`config.mk`:
```
export PLATFORM = sky130hd
export DESIGN_NAME = lfsr_gen_flat
export DESIGN_NICKNAME = d
export VERILOG_FILES = /design/src/rtl/lfsr_pkg.sv /design/src/rtl/lfsr_gen_if.sv /design/src/rtl/lfsr_next.sv /design/src/rtl/lfsr_gen.sv /design/src/flat_wrapper.sv
export SDC_FILE = /design/constraint.sdc
export NUM_CORES = 1
export LEC_CHECK = 0
export ABC_AREA = 1
export CORE_MARGIN = 1.5
export CORE_UTILIZATION = 48
export CTS_BUF_LIST = sky130_fd_sc_hd__clkbuf_16
export DETAILED_ROUTE_END_ITERATION = 16
export PLACE_DENSITY = 0.77
export RECOVER_POWER = 50
export SYNTH_ARGS = -nofsm -noshare
export SYNTH_HDL_FRONTEND = slang
export SYNTH_SLANG_ARGS = --single-unit
export TNS_END_PERCENT = 5
```
`constraint.sdc`:
```
create_clock -name clock -period 1.5 [get_ports clock]
set_input_delay 0.45 -clock clock [delete_from_list [all_inputs] [get_ports clock]]
set_output_delay 0.45 -clock clock [all_outputs]
set_load 0.05 [all_outputs]
```
`src/rtl/lfsr_pkg.sv`:
```
// lfsr_gen shared types: FSM encoding and feedback mode constants.
// Imported by lfsr_next and lfsr_gen.
package lfsr_pkg;

  typedef enum logic [1:0] {
    IDLE   = 2'd0,
    RUN    = 2'd1,
    LOCKED = 2'd2
  } lfsr_state_e;

  localparam int LFSR_FIB = 0;
  localparam int LFSR_GAL = 1;

endpackage

```
`src/rtl/lfsr_gen_if.sv`:
```
// lfsr_gen control/status bundle.
// master drives step/load controls, slave returns LFSR status.
interface lfsr_gen_if #(
  parameter int WIDTH = 4
);

  logic             enable;
  logic             load;
  logic [WIDTH-1:0] seed_in;
  logic [WIDTH-1:0] data_out;
  logic             valid_flag;
  logic [WIDTH-1:0] step_count;
  logic             period_done;
  logic             lockup;

  modport master (
    output enable,
    output load,
    output seed_in,
    input  data_out,
    input  valid_flag,
    input  step_count,
    input  period_done,
    input  lockup
  );

  modport slave (
    input  enable,
    input  load,
    input  seed_in,
    output data_out,
    output valid_flag,
    output step_count,
    output period_done,
    output lockup
  );

endinterface

```
`src/rtl/lfsr_next.sv`:
```
// Combinational LFSR successor function.
// Fibonacci shifts in the tap parity; Galois xors TAPS on msb out.
module lfsr_next
  import lfsr_pkg::*;
#(
  parameter int               WIDTH = 4,
  parameter logic [WIDTH-1:0] TAPS  = 4'b1001,
  parameter int               MODE  = LFSR_FIB
) (
  input  logic [WIDTH-1:0] state,
  output logic [WIDTH-1:0] next
);

  generate
    if (MODE == LFSR_GAL) begin : g_gal
      assign next = {state[WIDTH-2:0], 1'b0}
                  ^ (state[WIDTH-1] ? TAPS : '0);
    end else begin : g_fib
      assign next = {state[WIDTH-2:0], ^(state & TAPS)};
    end
  endgenerate

endmodule

```
`src/rtl/lfsr_gen.sv`:
```
// Parametrised LFSR pattern source with load, step count and lockup.
// Macro LFSR_LOCKUP_RECOVER_EN: auto-reload SEED after one LOCKED cycle.
module lfsr_gen
  import lfsr_pkg::*;
#(
  parameter int               WIDTH = 4,
  parameter logic [WIDTH-1:0] TAPS  = 4'b1001,
  parameter logic [WIDTH-1:0] SEED  = 4'b0001,
  parameter int               MODE  = LFSR_FIB
) (
  input logic        clock,
  input logic        reset,
  lfsr_gen_if.slave  bus
);

  lfsr_state_e      st_q, st_n;
  logic [WIDTH-1:0] state_q, state_n;
  logic [WIDTH-1:0] ref_q, ref_n;
  logic [WIDTH-1:0] cnt_q, cnt_n;
  logic             valid_q, valid_n;
  logic             pd_q, pd_n;
  logic             lock_q, lock_n;
  logic [WIDTH-1:0] nxt;

  lfsr_next #(
    .WIDTH (WIDTH),
    .TAPS  (TAPS),
    .MODE  (MODE)
  ) u_next (
    .state (state_q),
    .next  (nxt)
  );

  // FSM state register
  always_ff @(posedge clock or posedge reset) begin
    if (reset) st_q <= IDLE;
    else       st_q <= st_n;
  end

  // next-state and datapath update; load beats enable
  always_comb begin
    st_n    = st_q;
    state_n = state_q;
    ref_n   = ref_q;
    cnt_n   = cnt_q;
    valid_n = 1'b0;
    pd_n    = 1'b0;
    unique case (st_q)
      IDLE, RUN: begin
        if (bus.load) begin
          state_n = bus.seed_in;
          ref_n   = bus.seed_in;
          cnt_n   = '0;
          st_n    = (bus.seed_in == '0) ? LOCKED : IDLE;
        end else if (bus.enable) begin
          state_n = nxt;
          cnt_n   = cnt_q + 1'b1;
          valid_n = 1'b1;
          pd_n    = (nxt == ref_q);
          st_n    = (nxt == '0) ? LOCKED : RUN;
        end
      end
      LOCKED: begin
`ifdef LFSR_LOCKUP_RECOVER_EN
        state_n = SEED;
        ref_n   = SEED;
        cnt_n   = '0;
        st_n    = IDLE;
`else
        if (bus.load) begin
          state_n = bus.seed_in;
          ref_n   = bus.seed_in;
          cnt_n   = '0;
          st_n    = (bus.seed_in == '0) ? LOCKED : IDLE;
        end
`endif
      end
      default: st_n = IDLE;
    endcase
    lock_n = (st_n == LOCKED);
  end

  // registered datapath and status flags
  always_ff @(posedge clock or posedge reset) begin
    if (reset) begin
      state_q <= SEED;
      ref_q   <= SEED;
      cnt_q   <= '0;
      valid_q <= 1'b0;
      pd_q    <= 1'b0;
      lock_q  <= 1'b0;
    end else begin
      state_q <= state_n;
      ref_q   <= ref_n;
      cnt_q   <= cnt_n;
      valid_q <= valid_n;
      pd_q    <= pd_n;
      lock_q  <= lock_n;
    end
  end

  assign bus.data_out    = state_q;
  assign bus.valid_flag  = valid_q;
  assign bus.step_count  = cnt_q;
  assign bus.period_done = pd_q;
  assign bus.lockup      = lock_q;

endmodule

```
`src/flat_wrapper.sv`:
```
// flat-port wrapper written by rule: the top's interface ports become plain ports
module lfsr_gen_flat import lfsr_pkg::*;
#(
  parameter int               WIDTH = 4,
  parameter logic [WIDTH-1:0] TAPS  = 4'b1001,
  parameter logic [WIDTH-1:0] SEED  = 4'b0001,
  parameter int               MODE  = LFSR_FIB
)
  (clock, reset, bus_enable, bus_load, bus_seed_in, bus_data_out, bus_valid_flag, bus_step_count, bus_period_done, bus_lockup);
  lfsr_gen_if #(.WIDTH(WIDTH)) bus_i ();
  input logic clock;
  input logic reset;
  input wire logic [$bits(bus_i.enable)-1:0] bus_enable;
  input wire logic [$bits(bus_i.load)-1:0] bus_load;
  input wire logic [$bits(bus_i.seed_in)-1:0] bus_seed_in;
  output wire logic [$bits(bus_i.data_out)-1:0] bus_data_out;
  output wire logic [$bits(bus_i.valid_flag)-1:0] bus_valid_flag;
  output wire logic [$bits(bus_i.step_count)-1:0] bus_step_count;
  output wire logic [$bits(bus_i.period_done)-1:0] bus_period_done;
  output wire logic [$bits(bus_i.lockup)-1:0] bus_lockup;
  assign bus_i.enable = bus_enable;
  assign bus_i.load = bus_load;
  assign bus_i.seed_in = bus_seed_in;
  assign bus_data_out = bus_i.data_out;
  assign bus_valid_flag = bus_i.valid_flag;
  assign bus_step_count = bus_i.step_count;
  assign bus_period_done = bus_i.period_done;
  assign bus_lockup = bus_i.lockup;
  lfsr_gen #(.WIDTH(WIDTH), .TAPS(TAPS), .SEED(SEED), .MODE(MODE)) u_core (.clock(clock), .reset(reset), .bus(bus_i));
endmodule
```
==> reports/metrics.csv <==
metric,value,unit
setup bufs post-CTS,0,
vias,864,
Buffers on Ports,18,
"Avg Cell Area, Syn",7.236,µm²
core area,1708,µm²
family with the most delay on the worst path,flip-flops,
final antenna-violating net count,0,
startpoint types,flop,
"Seq/Total Area, Yosys",0.4928,
unrepaired setup endpoints after global routing,false,
Synth area leaders,"dfrtp_1 (43%), nand2_1 (18%), inv_1 (9.5%), nand3_1 (6.9%), dfstp_2 (6.1%)",
Vias/cell,5.082,
worst clock skew,0.003480,ns
DR DRC count,0,
Setup crit end kind,output port,
Synth Warn #,0,
Antenna Cells,0,
area post-placement,1225,µm²
Sink Count,17,
antenna violations before repair,0,
cts bufs inserted,3,
metal2 WL,1208,µm
Post-Route M1 WL,840,µm
largest net degree at the start of global routing,18,
drt first-iter violations,20,
total track usage,0.2498,
Post-synth EDFFs,0,
routability cong.,0.9172,
fin nets,156,
final setup margin,0.08930,ns
"Net Count, Synth",130,
ys flop type,dfrtp_1,
DR top layer,met4,
Setup CP Type,reg2out,
arrival time at the worst endpoint,0.96,ns
DP HPWL,1631,µm
max-cap violations,0,
"Buf+Inv Stages, Crit Path",1,
Pwr Total,1.634,mW
finished layout cell area,1241,µm²
post-route core utilization,0.7267,
hold buffers post-CTS,0,
Leak,0.6715,nW
number of synthesized register bits,17,
Slew HR,0.7159,
Tmin final,1.411,ns
# rows,15,
global route overflow,0,
share of the synthesized area in the top cell type,0.4323,
Worst-Margin Slew,0.4262,ns
CTS root buf,clkbuf_16,
Finish-stage setup viols,0,
Slew Limit Fails,0,
Max Fclk,0.7089,GHz
CP max FO,4,
first-pass iteration count of the detailed router,4,
final setup TNS,0,ns
CTS tree,done,
fin crit share,0.9405,
WL met3,119,µm
Worst-Skew Late Latency,0.25,ns
Pwr per Cell Area,1316,nW/µm²
P&R area growth vs syn,42.94,%
Post-Route WL,2218,µm
Reg2Reg Setup Slack,0.10,ns
first-pass GRT wire length,3546,µm
Starting Density,0.5084,
Chip Width,45.53,µm
Synth Instances,120,
fraction of layout cells with a size suffix above 1,0.1517,
post-synth top area cell,dfrtp_1,
"count leader, synth",nand2_1,
library cells used by synthesis,14,
die area,2073,µm²
DP Worst Slack,-0.1376,ns
VDD IR max,0.001196,V
die height,45.53,µm
post-CTS resize count,0,
Routed wire per std cell,13.05,µm
I/O pins,19,
status,completed,
H-tree Lvls,1,
Max Root-Sink Buffers,2,
vias in the first global route,845,
synth cell count leaders,"nand2_1 (42), inv_1 (22), dfrtp_1 (15)",
Worst Hold Class,reg2reg,
clock transition at the registers of the reported paths,0.05,ns
slowest CP cell,dfstp_2,
synthesized cell area,868.3,µm²
"Hold Vio Cnt, Final",0,
Post-synth ARST share,1.000,
max incr delay on CP,0.57,ns
Worst Path Required,1.05,ns
sequence of cells on the critical path,buf_12,
-- metrics by stage --
stage / hold slack [ns] / std cells
floorplan: 0.3746 / 120
global placement: 0.4923 / 166
detailed placement: 0.4926 / 166
CTS: 0.5000 / 170
global route: 0.5250 / 170
finish: 0.4982 / 170
-- metal layers --
layer	global-route usage	vias up
met5	0	-
met4	0.1529	0
met3	0.07540	6
met2	0.4141	34
met1	0.2771	404
li1	-	420
-- placed cells by master (no fill, tap or decap), types with 2 or more instances in the layout --
master	count
nand2_1	42
inv_1	23
dfrtp_1	15
nand3_1	12
nor2_1	11
buf_12	8
o21ai_0	6
clkdlybuf4s50_1	6
clkbuf_2	5
a21oi_1	3
clkbuf_16	3
ha_1	2
buf_4	2
dfstp_2	2
-- path summary, 6_finish.rpt --
kind                       cells past startpoint                    from                      to
setup reg to reg                               6  u_core.bus.data_out[0]  u_core.bus.data_out[0]
hold reg to reg                                2         u_core.ref_q[0]         u_core.ref_q[0]
hold / removal                                 2         u_core.ref_q[0]         u_core.ref_q[0]
min in group asynchronous                      3                   reset          u_core.st_q[0]
setup / recovery                               1  u_core.bus.data_out[0]         bus_data_out[0]
max in group asynchronous                      3                   reset  u_core.bus.data_out[0]
-- registers in the layout, indices dropped and copies added (netlist names) --
| register | cells |
|---|---|
| u_core.bus.data_out | 4 |
| u_core.st_q | 2 |
| u_core.bus.step_count | 4 |
| u_core.bus.valid_flag | 1 |
| u_core.bus.lockup | 1 |
| u_core.ref_q | 4 |
| u_core.bus.period_done | 1 |
-- report_power, final --
| group | switching (mW) | internal, mW |
|---|---|---|
| logic | 0.298 | 0.214 |
| registers | 0.0697 | 0.519 |
| clock network | 0.179 | 0.354 |
-- cell families (layout without fill, tap and decap cells) --
group / after synthesis / in the layout / synth area share
compound gates: 9 / 9 / 0.05187
fa+ha+maj: 2 / 2 / 0.02881
buf+inv: 24 / 49 / 0.1081
flops: 17 / 17 / 0.4928
simple gates: 68 / 68 / 0.3184
-- area by class of cell --
cell class                 count  area [µm²]
fill                         131       466.7
sequential                    17       427.9
multi-input combinational     79       346.6
timing repair buffer          22       270.3
inverter                      23       86.33
clock buffer                   3       75.07
tap                           25       31.28
clock inverter                 1       3.754
(Power assumes the default switching activity.)
